[config.mk]
export PLATFORM = sky130hd
export DESIGN_NAME = arbiter_flat
export DESIGN_NICKNAME = d
export VERILOG_FILES = /design/src/rtl/arbiter_pkg.sv /design/src/rtl/arbiter_if.sv /design/src/rtl/arbiter_dep_check.sv /design/src/rtl/arbiter.sv /design/src/flat_wrapper.sv
export SDC_FILE = /design/constraint.sdc
export NUM_CORES = 1
export LEC_CHECK = 0
export CORE_ASPECT_RATIO = 1.4
export CORE_UTILIZATION = 41
export DETAILED_ROUTE_END_ITERATION = 10
export GPL_TIMING_DRIVEN = 0
export PLACE_DENSITY = 0.75
export SETUP_SLACK_MARGIN = 0.2
export SLEW_MARGIN = 20
export SYNTH_ARGS = -nofsm -noshare
export SYNTH_HDL_FRONTEND = slang
export SYNTH_SLANG_ARGS = --single-unit
[constraint.sdc]
create_clock -name clk -period 1.8 [get_ports clk]
set_input_delay 0.18 -clock clk [delete_from_list [all_inputs] [get_ports clk]]
set_output_delay 0.18 -clock clk [all_outputs]
set_load 0.1 [all_outputs]
[src/rtl/arbiter_pkg.sv]
// Shared field layout, route encodings and lane type for the dispatch arbiter.
package arbiter_pkg;

  localparam int INSTR_W   = 32;
  localparam int REG_W     = 5;
  localparam int ROUTE_W   = 2;
  localparam int ROUTE_LSB = 27;
  localparam int RS1_LSB   = 16;
  localparam int RS2_LSB   = 11;
  localparam int IMM_BIT   = 10;
  localparam int RD_LSB    = 0;

  localparam logic [ROUTE_W-1:0] ROUTE_AUTO = 2'b00;
  localparam logic [ROUTE_W-1:0] ROUTE_F1   = 2'b10;
  localparam logic [ROUTE_W-1:0] ROUTE_F2   = 2'b11;

  // Encoding doubles as the index into per-lane arrays.
  typedef enum logic {
    LANE1 = 1'b0,
    LANE2 = 1'b1
  } lane_e;

  function automatic lane_e other_lane(lane_e l);
    return (l == LANE1) ? LANE2 : LANE1;
  endfunction

endpackage

[src/rtl/arbiter_if.sv]
// Fetch-to-issue dispatch bus; ARB_FULL_AWARE_EN adds FIFO-full inputs and a stall back to fetch.
interface arbiter_if;
  import arbiter_pkg::*;

  logic               instr_valid;
  logic [INSTR_W-1:0] instr;
  logic [INSTR_W-1:0] instr_out;
  logic               FIFO_1_en;
  logic               FIFO_2_en;
`ifdef ARB_FULL_AWARE_EN
  logic               fifo1_full;
  logic               fifo2_full;
  logic               stall;

  modport master (
    output instr_valid, instr, fifo1_full, fifo2_full,
    input  instr_out, FIFO_1_en, FIFO_2_en, stall
  );
  modport slave (
    input  instr_valid, instr, fifo1_full, fifo2_full,
    output instr_out, FIFO_1_en, FIFO_2_en, stall
  );
`else
  modport master (
    output instr_valid, instr,
    input  instr_out, FIFO_1_en, FIFO_2_en
  );
  modport slave (
    input  instr_valid, instr,
    output instr_out, FIFO_1_en, FIFO_2_en
  );
`endif
endinterface

[src/rtl/arbiter_dep_check.sv]
// Combinational dependency hit for one lane: source or destination matches the lane's last rd.
module arbiter_dep_check
  import arbiter_pkg::*;
(
  input  logic [REG_W-1:0] rs1,
  input  logic [REG_W-1:0] rs2,
  input  logic [REG_W-1:0] rd,
  input  logic             imm,
  input  logic [REG_W-1:0] last_rd,
  input  logic             last_rd_vld,
  output logic             hit
);

  // rs2 is an immediate slot when imm is set, so it cannot carry a dependency.
  assign hit = last_rd_vld &&
               ((rs1 == last_rd) || (!imm && (rs2 == last_rd)) || (rd == last_rd));

endmodule

[src/rtl/arbiter.sv]
// Dual-lane dispatch arbiter: override or dependency-based routing, one-cycle registered output.
// Optional macro ARB_FULL_AWARE_EN: FIFO-full awareness with stall to fetch.
module arbiter
  import arbiter_pkg::*;
(
  input  logic     clk,
  input  logic     rst,
  arbiter_if.slave bus
);

  logic [REG_W-1:0]   rs1, rs2, rd;
  logic               imm;
  logic [ROUTE_W-1:0] route;

  logic [REG_W-1:0]   last_rd_reg [2];
  logic [1:0]         last_rd_vld_reg;
  lane_e              last_lane_reg;
  logic [INSTR_W-1:0] instr_out_reg;
  logic               fifo_1_en_reg;
  logic               fifo_2_en_reg;

  logic [1:0]         hit;
  lane_e              auto_lane;
  lane_e              lane_next;
  logic               dispatch;

  assign rs1   = bus.instr[RS1_LSB +: REG_W];
  assign rs2   = bus.instr[RS2_LSB +: REG_W];
  assign rd    = bus.instr[RD_LSB +: REG_W];
  assign imm   = bus.instr[IMM_BIT];
  assign route = bus.instr[ROUTE_LSB +: ROUTE_W];

  genvar gi;
  generate
    for (gi = 0; gi < 2; gi++) begin : g_dep
      arbiter_dep_check u_dep (
        .rs1         (rs1),
        .rs2         (rs2),
        .rd          (rd),
        .imm         (imm),
        .last_rd     (last_rd_reg[gi]),
        .last_rd_vld (last_rd_vld_reg[gi]),
        .hit         (hit[gi])
      );
    end
  endgenerate

`ifdef ARB_FULL_AWARE_EN
  logic [1:0] full;
  logic       blocked;
  assign full      = {bus.fifo2_full, bus.fifo1_full};
  assign bus.stall = bus.instr_valid && blocked;
`endif

  always_comb begin
    case (hit)
      2'b01:   auto_lane = LANE1;
      2'b10:   auto_lane = LANE2;
      2'b11:   auto_lane = last_lane_reg;
      default: auto_lane = other_lane(last_lane_reg);
    endcase
    case (route)
      ROUTE_F1: lane_next = LANE1;
      ROUTE_F2: lane_next = LANE2;
      default:  lane_next = auto_lane;
    endcase
`ifdef ARB_FULL_AWARE_EN
    // Only an independent auto-routed instruction may be redirected around a full lane.
    if (!route[1] && (hit == 2'b00) && full[lane_next] && !full[other_lane(lane_next)])
      lane_next = other_lane(lane_next);
    blocked  = full[lane_next];
    dispatch = bus.instr_valid && !blocked;
`else
    dispatch = bus.instr_valid;
`endif
  end

  always_ff @(posedge clk or posedge rst) begin
    if (rst) begin
      instr_out_reg   <= '0;
      fifo_1_en_reg   <= 1'b0;
      fifo_2_en_reg   <= 1'b0;
      last_rd_reg[0]  <= '0;
      last_rd_reg[1]  <= '0;
      last_rd_vld_reg <= '0;
      last_lane_reg   <= LANE2;
    end else begin
      fifo_1_en_reg <= dispatch && (lane_next == LANE1);
      fifo_2_en_reg <= dispatch && (lane_next == LANE2);
      if (dispatch) begin
        instr_out_reg              <= bus.instr;
        last_rd_reg[lane_next]     <= rd;
        last_rd_vld_reg[lane_next] <= 1'b1;
        last_lane_reg              <= lane_next;
      end
    end
  end

  assign bus.instr_out = instr_out_reg;
  assign bus.FIFO_1_en = fifo_1_en_reg;
  assign bus.FIFO_2_en = fifo_2_en_reg;

endmodule

[src/flat_wrapper.sv]
// flat-port wrapper written by rule: the top's interface ports become plain ports
module arbiter_flat import arbiter_pkg::*;
  (clk, rst, bus_instr_valid, bus_instr, bus_instr_out, bus_FIFO_1_en, bus_FIFO_2_en);
  arbiter_if bus_i ();
  input  logic clk;
  input  logic rst;
  input wire logic [$bits(bus_i.instr_valid)-1:0] bus_instr_valid;
  input wire logic [$bits(bus_i.instr)-1:0] bus_instr;
  output wire logic [$bits(bus_i.instr_out)-1:0] bus_instr_out;
  output wire logic [$bits(bus_i.FIFO_1_en)-1:0] bus_FIFO_1_en;
  output wire logic [$bits(bus_i.FIFO_2_en)-1:0] bus_FIFO_2_en;
  assign bus_i.instr_valid = bus_instr_valid;
  assign bus_i.instr = bus_instr;
  assign bus_instr_out = bus_i.instr_out;
  assign bus_FIFO_1_en = bus_i.FIFO_1_en;
  assign bus_FIFO_2_en = bus_i.FIFO_2_en;
  arbiter u_core (.clk(clk), .rst(rst), .bus(bus_i));
endmodule
==> Word level (Yosys, flattened, before mapping) <==
Index checks and enable logic that the tools add are counted.
{ "totals": {"register_bits": 47, "output_inout_bits": 34, "word_cells": 46} }
{ "op_classes": {"n_lt_le_gt_ge": 4, "n_eq_ne": 11, "n_mux": 8, "n_bitwise": 3, "n_reduce_logical": 13} }
{ "ops": {"columns": ["cell", "count"], "rows": [
  ["$eq 5x5->1", 6],
  ["$bwmux 10", 1],
  ["$eq 2x2->1 const B", 4],
  ["$logic_and 1x1->1", 8],
  ["$demux 5 s1", 1],
  ["$mux 5", 1],
  ["$logic_or 1x1->1", 4],
  ["$pmux 1 s3", 1],
  ["$eq 2x1->1 const B", 1],
  ["$ge 2x2->1 const B", 1],
  ["$lt 1x2->1 const B", 1],
  ["$lt 2x1->1 const B", 1],
  ["$mux 1", 2],
  ["$not 1->2", 1],
  ["$or 2x2->2", 1],
  ["$pmux 1 s2", 1],
  ["$demux 1 s1", 1],
  ["$ge 1x1->1 const B", 1],
  ["$logic_not 1->1", 1],
  ["$not 1->1", 1]
]} }

==> Longest topological paths before layout <==
Gate-level depths: netlist of run 1.
{ "depth": {"depth_word": 14, "mapped_depth": 6, "depth_no_buf": 6} }

==> Modules after synthesis <==
Synthesis of run 1 repeated with hierarchy kept, for this count alone.
{ "unflattened": {"cells_unflattened": 189, "hier_area_um2": 2296.0} }
{ "by_module_without_submodules": {"columns": ["module", "instances", "cells_per_inst", "area_per_inst_um2"], "rows": [
  ["arbiter", 1, 145, 1948.1],
  ["arbiter_dep_check", 2, 22, 173.9]
]} }

==> Worst setup path after synthesis of run 1 <==
OpenSTA, ideal clock, no wires.
{ "synth_path": {"kind": "register to register", "startpoint": "register u_core.last_rd_reg[5] (netlist name)", "endpoint": "register u_core.last_rd_reg[5] (netlist name)", "setup_time_ns": 0.125, "arrival_ns": 1.794, "t_required_ns": 1.675, "setup_slack_ns": -0.119, "stages_incl_launch_ff": 7, "path_buffers": 0, "path_cell_list": "dfrtp_1 xnor2_1 nand4_1 o41ai_2 o311ai_4 a21boi_4 mux2_2"} }
{ "synth_via": {"elab_chain_len": 14} }
{ "synth_rtl": {"columns": ["element", "line", "text"], "rows": [
  ["start: declaration", "arbiter.sv:15", "logic [REG_W-1:0] last_rd_reg [2];"],
  ["start signal: indexed assignment", "arbiter.sv:92", "last_rd_reg[lane_next] <= rd;"],
  ["$eq 5x5->1", "arbiter_dep_check.sv:16", "((rs1 == last_rd) || (!imm && (rs2 == last_rd)) || (rd == last_rd));"],
  ["$logic_and 1x1->1", "arbiter_dep_check.sv:16", null],
  ["$logic_or 1x1->1 (2 in a row)", "arbiter_dep_check.sv:16", null],
  ["$logic_and 1x1->1", "arbiter_dep_check.sv:15", "assign hit = last_rd_vld &&"],
  ["$eq 2x2->1 / $eq 2x1->1 (equally long branches)", "arbiter.sv:56", "case (hit)"],
  ["$pmux 1 s3", "arbiter.sv:56", null],
  ["$pmux 1 s2", "arbiter.sv:62", "case (route)"],
  ["$not 1->2 (not written as such)", "arbiter.sv:92", null],
  ["$ge 2x2->1 (not written as such) / $lt 2x1->1 (equally long branches)", "arbiter.sv:92", null],
  ["$logic_and 1x1->1 (not written as such)", "arbiter.sv:92", null],
  ["$mux 5 (not written as such)", "arbiter.sv:92", null],
  ["$demux 5 s1", "arbiter.sv:92", null],
  ["$bwmux 10 (*)", "arbiter.sv:92", null]
]} }
Every way passes the cells marked *; elsewhere a longest branch is shown, timed or not.
A chain may end at the register's enable or synchronous reset.

==> Final worst setup path of run 1 <==
{ "layout_path": {"startpoint": "input port bus_instr[14]", "endpoint": "register u_core.last_rd_reg[7] (netlist name)"} }
{ "layout_via": {"elab_chain_len": 14} }
{ "layout_rtl": {"columns": ["element", "line", "text"], "rows": [
  ["start: declaration", "flat_wrapper.sv:8", "input wire logic [$bits(bus_i.instr)-1:0] bus_instr;"],
  ["$eq 5x5->1", "arbiter_dep_check.sv:16", null],
  ["$logic_and 1x1->1", "arbiter_dep_check.sv:16", null],
  ["$logic_or 1x1->1 (2 in a row)", "arbiter_dep_check.sv:16", null],
  ["$logic_and 1x1->1", "arbiter_dep_check.sv:15", null],
  ["$eq 2x2->1 / $eq 2x1->1 (equally long branches)", "arbiter.sv:56", null],
  ["$pmux 1 s3 (*)", "arbiter.sv:56", null],
  ["$pmux 1 s2 (*)", "arbiter.sv:62", null],
  ["$not 1->2 (not written as such) (*)", "arbiter.sv:92", null],
  ["$ge 2x2->1 (not written as such) / $lt 2x1->1 (equally long branches)", "arbiter.sv:92", null],
  ["$logic_and 1x1->1 (not written as such)", "arbiter.sv:92", null],
  ["$mux 5 (not written as such)", "arbiter.sv:92", null],
  ["$demux 5 s1 (*)", "arbiter.sv:92", null],
  ["$bwmux 10 (*)", "arbiter.sv:92", null]
]} }
Marks and branches as above.

==> results.py, run 1 <==
metrics = {
    "outcome": {
        "outcome": "finished, violations left",
        "violations": "setup timing",
    },
    "critical_path": {
        "crit_required_ns": 1.99,
        "path_cells": "clkdlybuf4s50_1 -> xnor2_2 -> nand4_1 -> o41ai_4 -> o311ai_4 -> a21boi_4 -> buf_12 -> mux2_4",
        "critPathSlowestCell": "clkdlybuf4s50_1",
        "path_class": "input port to flip-flop",
        "crit_fanout": 4,
        "r2r_end": "u_core.last_rd_reg[7]",
        "end_kind": "flip-flop",
        "reg2regPathDepth": 7,
        "path_delay_family": "buffers and inverters",
        "cp.arrival_ns": 2.19,
        "r2r_setup_slack_ns": -0.19,
        "cp-startpoint": "bus_instr[14]",
        "critical_path_buf_inv_count": 2,
        "cp-start-kind": "input port",
        "slowest_delay_ns": 0.59,
        "r2r-start": "u_core.last_rd_reg[8]",
    },
    "die": {
        "die-area_um2": 5490,
        "die_h_um": 87.3,
        "ios": 69,
        "initial_core_util_pct": 43.3,
        "core_area_um2": 4920,
        "die_x_um": 62.9,
        "rows": 30,
    },
    "cts": {
        "cts_num_sinks": 47,
        "cts_max_level": 2,
        "clockBufferDepth": 2,
        "clk_root_buffer_cell": "clkbuf_8",
        "cts_buffers": 5,
        "insertion_delay_ns": 0.30,
        "cts_hold_buf": 0,
        "cts_tree": "built",
        "clk_pin_slew_ns": 0.08,
    },
    "placement": {
        "place_ws_ns": -0.636,
        "place_congestion": 0.805,
        "dpl.hpwl_um": 3400,
        "portBuffers": 67,
    },
    "sta": {
        "finClkSkew_ns": 0.00262,
        "worst_slew_pin_slew_ns": 0.626,
        "maxSlewViolCount": 0,
        "period_minus_slack_ns": 2.01,
        "post-route-period-util_pct": 112,
        "fmax_ghz": 0.498,
        "rsz0062_at_grt": "yes",
        "setup_viol": 15,
        "hold_slack_ns": 0.177,
        "finalHoldViolations": 0,
        "relSlewSlack_pct": 58.3,
        "fin_ws_ns": -0.209,
    },
    "pwr": {
        "clockPowerShare_pct": 18.3,
        "intPower_w": 0.00205,
        "switchingPower_w": 0.00137,
        "power_frac_seq_pct": 39.6,
        "power_leakage_nw": 1.37,
        "irDropWorstVdd_v": 0.000686,
        "switching_share_pct": 40.0,
        "powerDensity_nw_per_um2": 1050,
        "comb_power_share_pct": 42.1,
    },
    "yosys": {
        "netlist_instances": 149,
        "synth_nets": 184,
        "yosys-top-cells-count": "dfrtp_1, mux2_2, xor2_1",
        "synth_top_area_share_pct": 54.0,
        "ys_seq_area_share_pct": 55.3,
        "ys.warnings.count": 0,
        "synth_compound_area_share_pct": 3.70,
        "synth_fa_ha_area_share_pct": 0,
        "ys_async_sr_fraction_pct": 100,
        "yosys.area_share.simple_pct": 4.76,
        "yosys-top-cells-area": "dfrtp_1, mux2_2, xor2_1",
        "synthMuxAreaShare_pct": 22.2,
        "synth_flop_cell": "dfrtp_1",
        "synth_top_family_by_area": "multiplexers",
        "yosysTopAreaCell": "dfrtp_1",
        "post_synth.cell_area_avg_um2": 14.3,
        "synth_area_um2": 2130,
        "synth_most_common_cell": "dfrtp_1",
        "synth_xor_area_share_pct": 12.3,
        "synth_edf_count": 0,
        "yosysUniqueCellTypes": 24,
        "synth_seq_cells": 47,
    },
    "route": {
        "drc_errors": 0,
        "vias_per_cell": 4.85,
        "avgRoutedWirePerCell_um": 15.7,
        "wl_met2_um": 2470,
        "drt-met1-wl_um": 1940,
        "ant_nets": 0,
        "vias": 1437,
        "wl_um": 4640,
        "wl_met3_um": 162,
        "top_layer": "met4",
        "drt_pass1_iterations": 3,
        "drtIter0Drc": 24,
    },
    "cells_and_area": {
        "fillers": 375,
        "insertedDiodeCount": 0,
        "largest_reg_flops": 32,
        "layout.nets": 267,
        "drive_above_1_share_pct": 49.1,
        "syn2layout_area_growth_pct": 52.1,
        "utilization_pct": 65.9,
    },
    "worst_hold_path": {
        "hold_path_class": "input port to flip-flop",
        "hold-path-endpoint": "u_core.bus.instr_out[12]",
        "whs_path_depth": 2,
        "hp-start": "bus_instr_valid",
    },
    "global_routing": {
        "grt_overflow_total": 0,
        "grt_pass1_vias": 1511,
        "grt_pass1_wl_um": 7450,
        "grt_use_total_pct": 18.3,
        "antenna_found_initial": 0,
        "grt_max_degree": 27,
    },
    "flow_run": {
        "maxCapViolations": 0,
    },
}
[through the flow]
| step | power, W | setup TNS, ns | area (µm²) | instances |
|---|---|---|---|---|
| global route | 0.00357 | -2.85 | 3240 | 296 |
| detailed placement | 0.00268 | -6.89 | 2920 | 281 |
| finish | 0.00341 | -2.15 | 3240 | 296 |
| CTS | 0.00338 | -2.08 | 3180 | 296 |
| global placement | 0.00266 | -26.92 | 2900 | 280 |
| floorplan | 0.00232 | -0.663 | 2150 | 149 |
[what timing repair did]
| item | 4_1_cts | 5_1_grt |
|---|---|---|
| setup buffers | 8 | 0 |
| resized for setup | 116 | 15 |
| gates cloned | 0 | 0 |
| pin swaps | 10 | 5 |
| setup endpoints to repair | 49 | 15 |
[per-layer routing]
metal  vias up  global-route usage (%)
li1        677                       -
met1       721                    21.7
met2        33                    31.7
met3         6                    4.71
met4         0                    7.19
met5         -                       0
[layout make-up]
cell class / count / area, µm² / area share [%]
well taps: 64 / 80.1 / 2.47
inverters: 4 / 15.0 / 0.463
multi-input cells: 94 / 1030 / 31.7
flip-flops and latches: 47 / 1180 / 36.5
repair buffers: 76 / 826 / 25.5
clock inverters: 1 / 5.00 / 0.154
clock buffers: 6 / 82.6 / 2.55
plain buffers: 4 / 22.5 / 0.695
[placed cells by master, fill, tap and decap left out, drive strengths merged, types with 3 or more instances in the layout]
cell type	instances
dfrtp	46
mux2	42
clkdlybuf4s15	34
clkdlybuf4s50	31
xor2	18
xnor2	12
buf	10
clkbuf	9
inv	4
nand4	3
nor3	3
nor4	3
[power by group through the flow]
stage	sequential [W]	combinational, W	clock, W
4_1_cts	0.00134	0.00140	0.000646
5_1_grt	0.00138	0.00150	0.000694
6_report	0.00135	0.00144	0.000624
3_5_place_dp	0.00136	0.00132	0
2_1_floorplan	0.00191	0.000408	0
3_3_place_gp	0.00135	0.00131	0
[worst max path at each step]
stage	endpoint	slack (ns)	cells after the start
floorplan	u_core.last_rd_reg[5]	-0.12	6
global placement	u_core.last_rd_reg[5]	-0.64	7
detailed placement	u_core.last_rd_reg[9]	-0.64	7
CTS	u_core.last_rd_reg[0]	-0.18	7
global route	u_core.last_rd_reg[5]	-0.26	7
finish	u_core.last_rd_reg[7]	-0.21	8
[logic make-up (layout without fill, tap and decap cells)]
| family | Yosys count | in the layout |
|---|---|---|
| compound gates | 6 | 6 |
| xor+xnor | 30 | 30 |
| buf+inv | 8 | 91 |
| flops | 47 | 47 |
| mux | 42 | 42 |
| simple gates | 16 | 16 |
[worst reg2reg max path: stages (launching register included)]
cell and delay (ns):
dfrtp_2 0.46, xnor2_2 0.15, nand4_1 0.16, o41ai_4 0.30, o311ai_4 0.14, a21boi_4 0.22, buf_12 0.14, mux2_4 0.30
(Power assumes the default switching activity.)
==> run 2: changes to the inputs <==
Settings changed: CORE_ASPECT_RATIO 1.4 to default, CTS_CLUSTER_DIAMETER from default to 100, HOLD_SLACK_MARGIN from default to 0.06.
==> run 2 against run 1 <==
Against the previous run: total power rose by 2.3%; combinational power fell by 6%; setup slack improved by 0.0019 ns; first-iteration DRC count up 33%; the run still ends with setup timing left; maximum frequency hardly changed; core utilization is 0.33 points lower; clock power increased by 26%; global-route usage fell by 0.55 points; critical endpoint unchanged; die area is essentially flat; critical path depth fell by 1; final area down 1.9%; via count fell by 1.9%; critical path type unchanged.
==> results.py, run 2 (synthesis results as in run 1) <==
metrics = {
    "outcome": {
        "outcome": "finished, violations left",
        "violations": "setup timing",
    },
    "sta": {
        "relSlewSlack_pct": 60.4,
        "finalHoldViolations": 0,
        "period_minus_slack_ns": 2.01,
        "finClkSkew_ns": 0.00531,
        "maxSlewViolCount": 0,
        "setup_viol": 14,
        "fmax_ghz": 0.498,
        "rsz0062_at_grt": "yes",
        "worst_slew_pin_slew_ns": 0.594,
        "post-route-period-util_pct": 111,
        "tns_ns": -2.17,
        "fin_ws_ns": -0.207,
    },
    "route": {
        "wl_um": 4500,
        "avgRoutedWirePerCell_um": 15.2,
        "vias": 1410,
        "ant_nets": 0,
        "drc_errors": 0,
        "drt_pass1_iterations": 4,
        "vias_per_cell": 4.78,
        "drtIter0Drc": 32,
    },
    "placement": {
        "portBuffers": 67,
        "place_congestion": 0.837,
        "dpl.cell_count": 284,
        "dpl.hpwl_um": 3300,
    },
    "cells_and_area": {
        "multiInputGateArea_um2": 986,
        "instances_no_fill": 295,
        "largest_reg_flops": 32,
        "drive_above_1_share_pct": 49.6,
        "layout.nets": 262,
        "insertedDiodeCount": 0,
        "syn2layout_area_growth_pct": 49.3,
        "fillers": 390,
        "regArea_um2": 1190,
        "layout_commonest_cell": "dfrtp_1",
        "layout_common_cells": "dfrtp_1, mux2_2, clkdlybuf4s15_2",
    },
    "flow_run": {
        "maxCapViolations": 0,
    },
    "cts": {
        "insertion_delay_ns": 0.29,
        "clk_root_buffer_cell": "clkbuf_8",
        "cts_tree": "built",
        "clockBufferDepth": 2,
        "cts_buffers": 5,
        "cts_num_sinks": 47,
        "cts_hold_buf": 0,
        "cts_max_level": 2,
        "clk_pin_slew_ns": 0.08,
    },
    "critical_path": {
        "path_class": "input port to flip-flop",
        "cp-start-kind": "input port",
        "r2r_setup_slack_ns": -0.20,
        "crit_required_ns": 1.99,
        "cp.arrival_ns": 2.19,
        "end_kind": "flip-flop",
        "crit_fanout": 6,
    },
    "die": {
        "die_x_um": 74.1,
        "ios": 69,
        "core_area_um2": 4850,
        "die-area_um2": 5490,
        "rows": 25,
        "die_h_um": 74.1,
        "initial_core_util_pct": 43.9,
    },
    "global_routing": {
        "antenna_found_initial": 0,
        "grt_overflow_total": 0,
        "grt_pass1_vias": 1450,
        "grt_use_total_pct": 17.8,
        "grt_pass1_wl_um": 7180,
        "grt_max_degree": 26,
    },
    "pwr": {
        "powerDensity_nw_per_um2": 1100,
        "irDropWorstVdd_v": 0.000625,
        "power_leakage_nw": 1.32,
    },
    "worst_hold_path": {
        "hold_path_class": "input port to flip-flop",
    },
}
-- run 2: metrics by stage --
step	hold WS (ns)	cell area, µm²	utilization (%)	setup WS, ns	total power, W
floorplan	0.329	2150	-	-0.119	0.00232
global placement	0.453	2900	59.8	-0.580	0.00266
detailed placement	0.453	2930	60.4	-0.593	0.00268
CTS	0.179	3120	64.3	-0.238	0.00347
global route	0.180	3180	65.6	-0.281	0.00364
finish	0.183	3180	65.6	-0.207	0.00349
-- run 2: worst paths after layout --
kind                                      startpoint                   endpoint  cells past startpoint
max reg2reg                    u_core.last_rd_reg[6]      u_core.last_rd_reg[7]                      6
max                                     bus_instr[1]      u_core.last_rd_reg[7]                      7
min reg2reg                u_core.last_rd_vld_reg[0]  u_core.last_rd_vld_reg[0]                      1
max in group asynchronous                        rst       u_core.last_lane_reg                      3
min in group asynchronous                        rst   u_core.bus.instr_out[24]                      2
min                                  bus_instr_valid   u_core.bus.instr_out[14]                      2
-- run 2: where the power goes --
part           leakage (nW)  internal (W)  switching [W]
combinational         0.725      0.000477       0.000869
clock                0.0612      0.000449       0.000339
sequential            0.537       0.00121       0.000147
total                  1.32       0.00214        0.00136
-- run 2: worst max-delay path, stage by stage --
cell and delay (ns):
clkdlybuf4s50_1 0.59, xor2_1 0.23, nor4_1 0.08, a22oi_1 0.27, o311ai_4 0.19, a21boi_4 0.28
mux2_2 0.36
-- run 2: cell type report --
class                   count  share of cell area, %
multi-input cells          94                   31.0
clock inverters             2                   1.10
inverters                   4                  0.472
plain buffers               4                  0.708
repair buffers             71                   24.2
well taps                  67                   2.64
flip-flops and latches     47                   37.3
clock buffers               6                   2.60
-- run 2: metal layers --
layer | part of all wire [%] | up-vias | track usage (%) | wire length (µm)
met4 | 0.85 | 0 | 5.13 | 38
met2 | 50 | 37 | 26.7 | 2230
met1 | 45 | 696 | 25.7 | 2030
met5 | 0 | - | 0 | 0
li1 | - | 675 | - | -
met3 | 4.3 | 2 | 4.34 | 195
-- run 2: what timing repair did --
item	4_1_cts	5_1_grt
pin swaps	6	2
endpoints found under the hold margin	0	0
buffers inserted	2	1
setup endpoints to repair	49	15
resized for setup	111	14
==> run 3: changes to the inputs <==
Settings changed: CORE_UTILIZATION 41 to 46, PLACE_DENSITY 0.75 to 0.8, SETUP_SLACK_MARGIN 0.2 to 0.4.
Clock period 1.8 ns to 2.2 ns, I/O delays scaled along.
==> run 3 against run 2 <==
Against the previous run: the flow now finishes without violations; clock skew is 0.0016 ns lower; total power is 18% lower; critical path depth is 1 higher; sequential share of layout area is 0.49 points higher; combinational power is 17% lower; critical endpoint is now u_core.last_rd_reg[8].
==> results.py, run 3 (synthesis results as in run 1) <==
metrics = {
    "outcome": {
        "outcome": "finished clean",
    },
    "sta": {
        "maxSlewViolCount": 0,
        "fin_ws_ns": 0.202,
        "finalHoldViolations": 0,
        "finClkSkew_ns": 0.00367,
        "worst_slew_pin_slew_ns": 0.991,
        "tns_ns": 0,
        "post-route-period-util_pct": 90.8,
        "period_minus_slack_ns": 2.00,
        "relSlewSlack_pct": 34.2,
        "setup_viol": 0,
        "rsz0062_at_grt": "yes",
        "fmax_ghz": 0.501,
    },
    "die": {
        "initial_core_util_pct": 48.3,
        "die_h_um": 70.1,
        "die_x_um": 70.1,
        "die-area_um2": 4910,
        "core_area_um2": 4410,
        "ios": 69,
        "rows": 24,
    },
    "route": {
        "drt_pass1_iterations": 4,
        "vias_per_cell": 5.05,
        "vias": 1439,
        "drtIter0Drc": 40,
        "drc_errors": 0,
        "ant_nets": 0,
        "avgRoutedWirePerCell_um": 16.8,
        "wl_um": 4780,
    },
    "critical_path": {
        "end_kind": "flip-flop",
        "crit_required_ns": 2.39,
        "r2r_end": "u_core.last_rd_reg[8]",
        "slowest_delay_ns": 0.55,
        "r2r-start": "u_core.last_rd_reg[5]",
        "r2r_setup_slack_ns": 0.20,
        "cp-start-kind": "input port",
        "critPathSlowestCell": "clkdlybuf4s50_1",
        "path_class": "input port to flip-flop",
        "crit_fanout": 6,
        "cp.arrival_ns": 2.18,
        "path_cells": "clkdlybuf4s50_1 -> xnor2_1 -> nand4_1 -> o41ai_4 -> o311ai_4 -> a21boi_4 -> buf_12 -> mux2_2",
        "reg2regPathDepth": 7,
    },
    "global_routing": {
        "grt_use_total_pct": 21.2,
        "grt_pass1_vias": 1564,
        "grt_max_degree": 29,
        "grt_overflow_total": 0,
        "grt_pass1_wl_um": 7940,
        "antenna_found_initial": 0,
    },
    "pwr": {
        "fin_total_pwr_w": 0.00287,
        "powerDensity_nw_per_um2": 916,
        "power_leakage_nw": 1.39,
        "irDropWorstVdd_v": 0.000494,
    },
    "worst_hold_path": {
        "hold_path_class": "input port to flip-flop",
        "hp-start": "bus_instr_valid",
        "hold-path-endpoint": "u_core.bus.instr_out[13]",
        "whs_path_depth": 2,
    },
    "placement": {
        "dpl.cell_count": 269,
        "dpl.hpwl_um": 3640,
        "place_congestion": 0.886,
        "place_ws_ns": -0.281,
        "portBuffers": 67,
    },
    "cts": {
        "cts_num_sinks": 47,
        "cts_tree": "built",
        "insertion_delay_ns": 0.30,
        "clockBufferDepth": 2,
        "cts_max_level": 2,
        "cts_buffers": 5,
        "clk_root_buffer_cell": "clkbuf_8",
        "clk_pin_slew_ns": 0.09,
    },
    "cells_and_area": {
        "utilization_pct": 71.0,
        "insertedDiodeCount": 0,
        "fillers": 322,
        "multiInputGateArea_um2": 983,
        "syn2layout_area_growth_pct": 47.0,
        "layout_commonest_cell": "dfrtp_1",
        "instances_no_fill": 285,
        "layout_common_cells": "dfrtp_1, mux2_2, dlygate4sd2_1",
        "regArea_um2": 1180,
        "layout.nets": 267,
        "drive_above_1_share_pct": 33.9,
        "largest_reg_flops": 32,
    },
    "flow_run": {
        "maxCapViolations": 0,
    },
}
## run 3: worst max-delay path: cells and delay by family
family                 cells  cell delay, ns
buffers and inverters      2            0.69
AO/OA/AOI/OAI              3            0.63
multiplexers               1            0.33
AND/OR/NAND/NOR            1            0.17
XOR/XNOR                   1            0.14
## run 3: repair_timing
item | CTS | global route
endpoints found under the hold margin | 0 | 0
pin swaps | 9 | 5
hold buffers | 0 | 0
setup endpoints to repair | 47 | 18
buffers inserted | 5 | 3
gates resized for setup | 51 | 14
## run 3: where the power goes
part           total [W]  internal [W]  switching [W]
clock           0.000648      0.000368       0.000280
combinational    0.00112      0.000393       0.000723
sequential       0.00110      0.000989       0.000116
total            0.00287       0.00175        0.00112
## run 3: layout make-up
| class | count | share of cell area (%) |
|---|---|---|
| flip-flops and latches | 47 | 37.8 |
| multi-input cells | 94 | 31.4 |
| repair buffers | 76 | 23.8 |
| clock buffers | 6 | 2.64 |
| well taps | 52 | 2.08 |
| clock inverters | 2 | 1.12 |
| plain buffers | 4 | 0.719 |
| inverters | 4 | 0.479 |
## run 3: per-layer routing
layer / wire length, µm / track usage [%]
met5: 0 / 0
met4: 72 / 5.78
met3: 159 / 5.34
met2: 2500 / 35.5
met1: 2050 / 27.3
## run 3: per-stage QoR
step,cell area [µm²],hold slack [ns]
2_1_floorplan,2150,0.369
4_1_cts,3070,0.217
5_1_grt,3130,0.224
3_5_place_dp,2900,0.463
3_3_place_gp,2880,0.456
6_report,3130,0.221
## run 3: how the worst max path moves through the flow
stage	cells after the start	end	slack [ns]	start
after detailed placement	7	u_core.last_rd_reg[8]	-0.28	bus_instr[11]
final	8	u_core.last_rd_reg[8]	0.20	bus_instr[14]
after floorplan	6	u_core.last_rd_reg[5]	0.28	u_core.last_rd_reg[5]
after CTS	7	u_core.last_rd_reg[8]	0.19	u_core.last_rd_reg[8]
after global routing	7	u_core.last_rd_reg[8]	0.10	u_core.last_rd_reg[4]
after global placement	7	u_core.last_rd_reg[8]	-0.28	bus_instr[11]
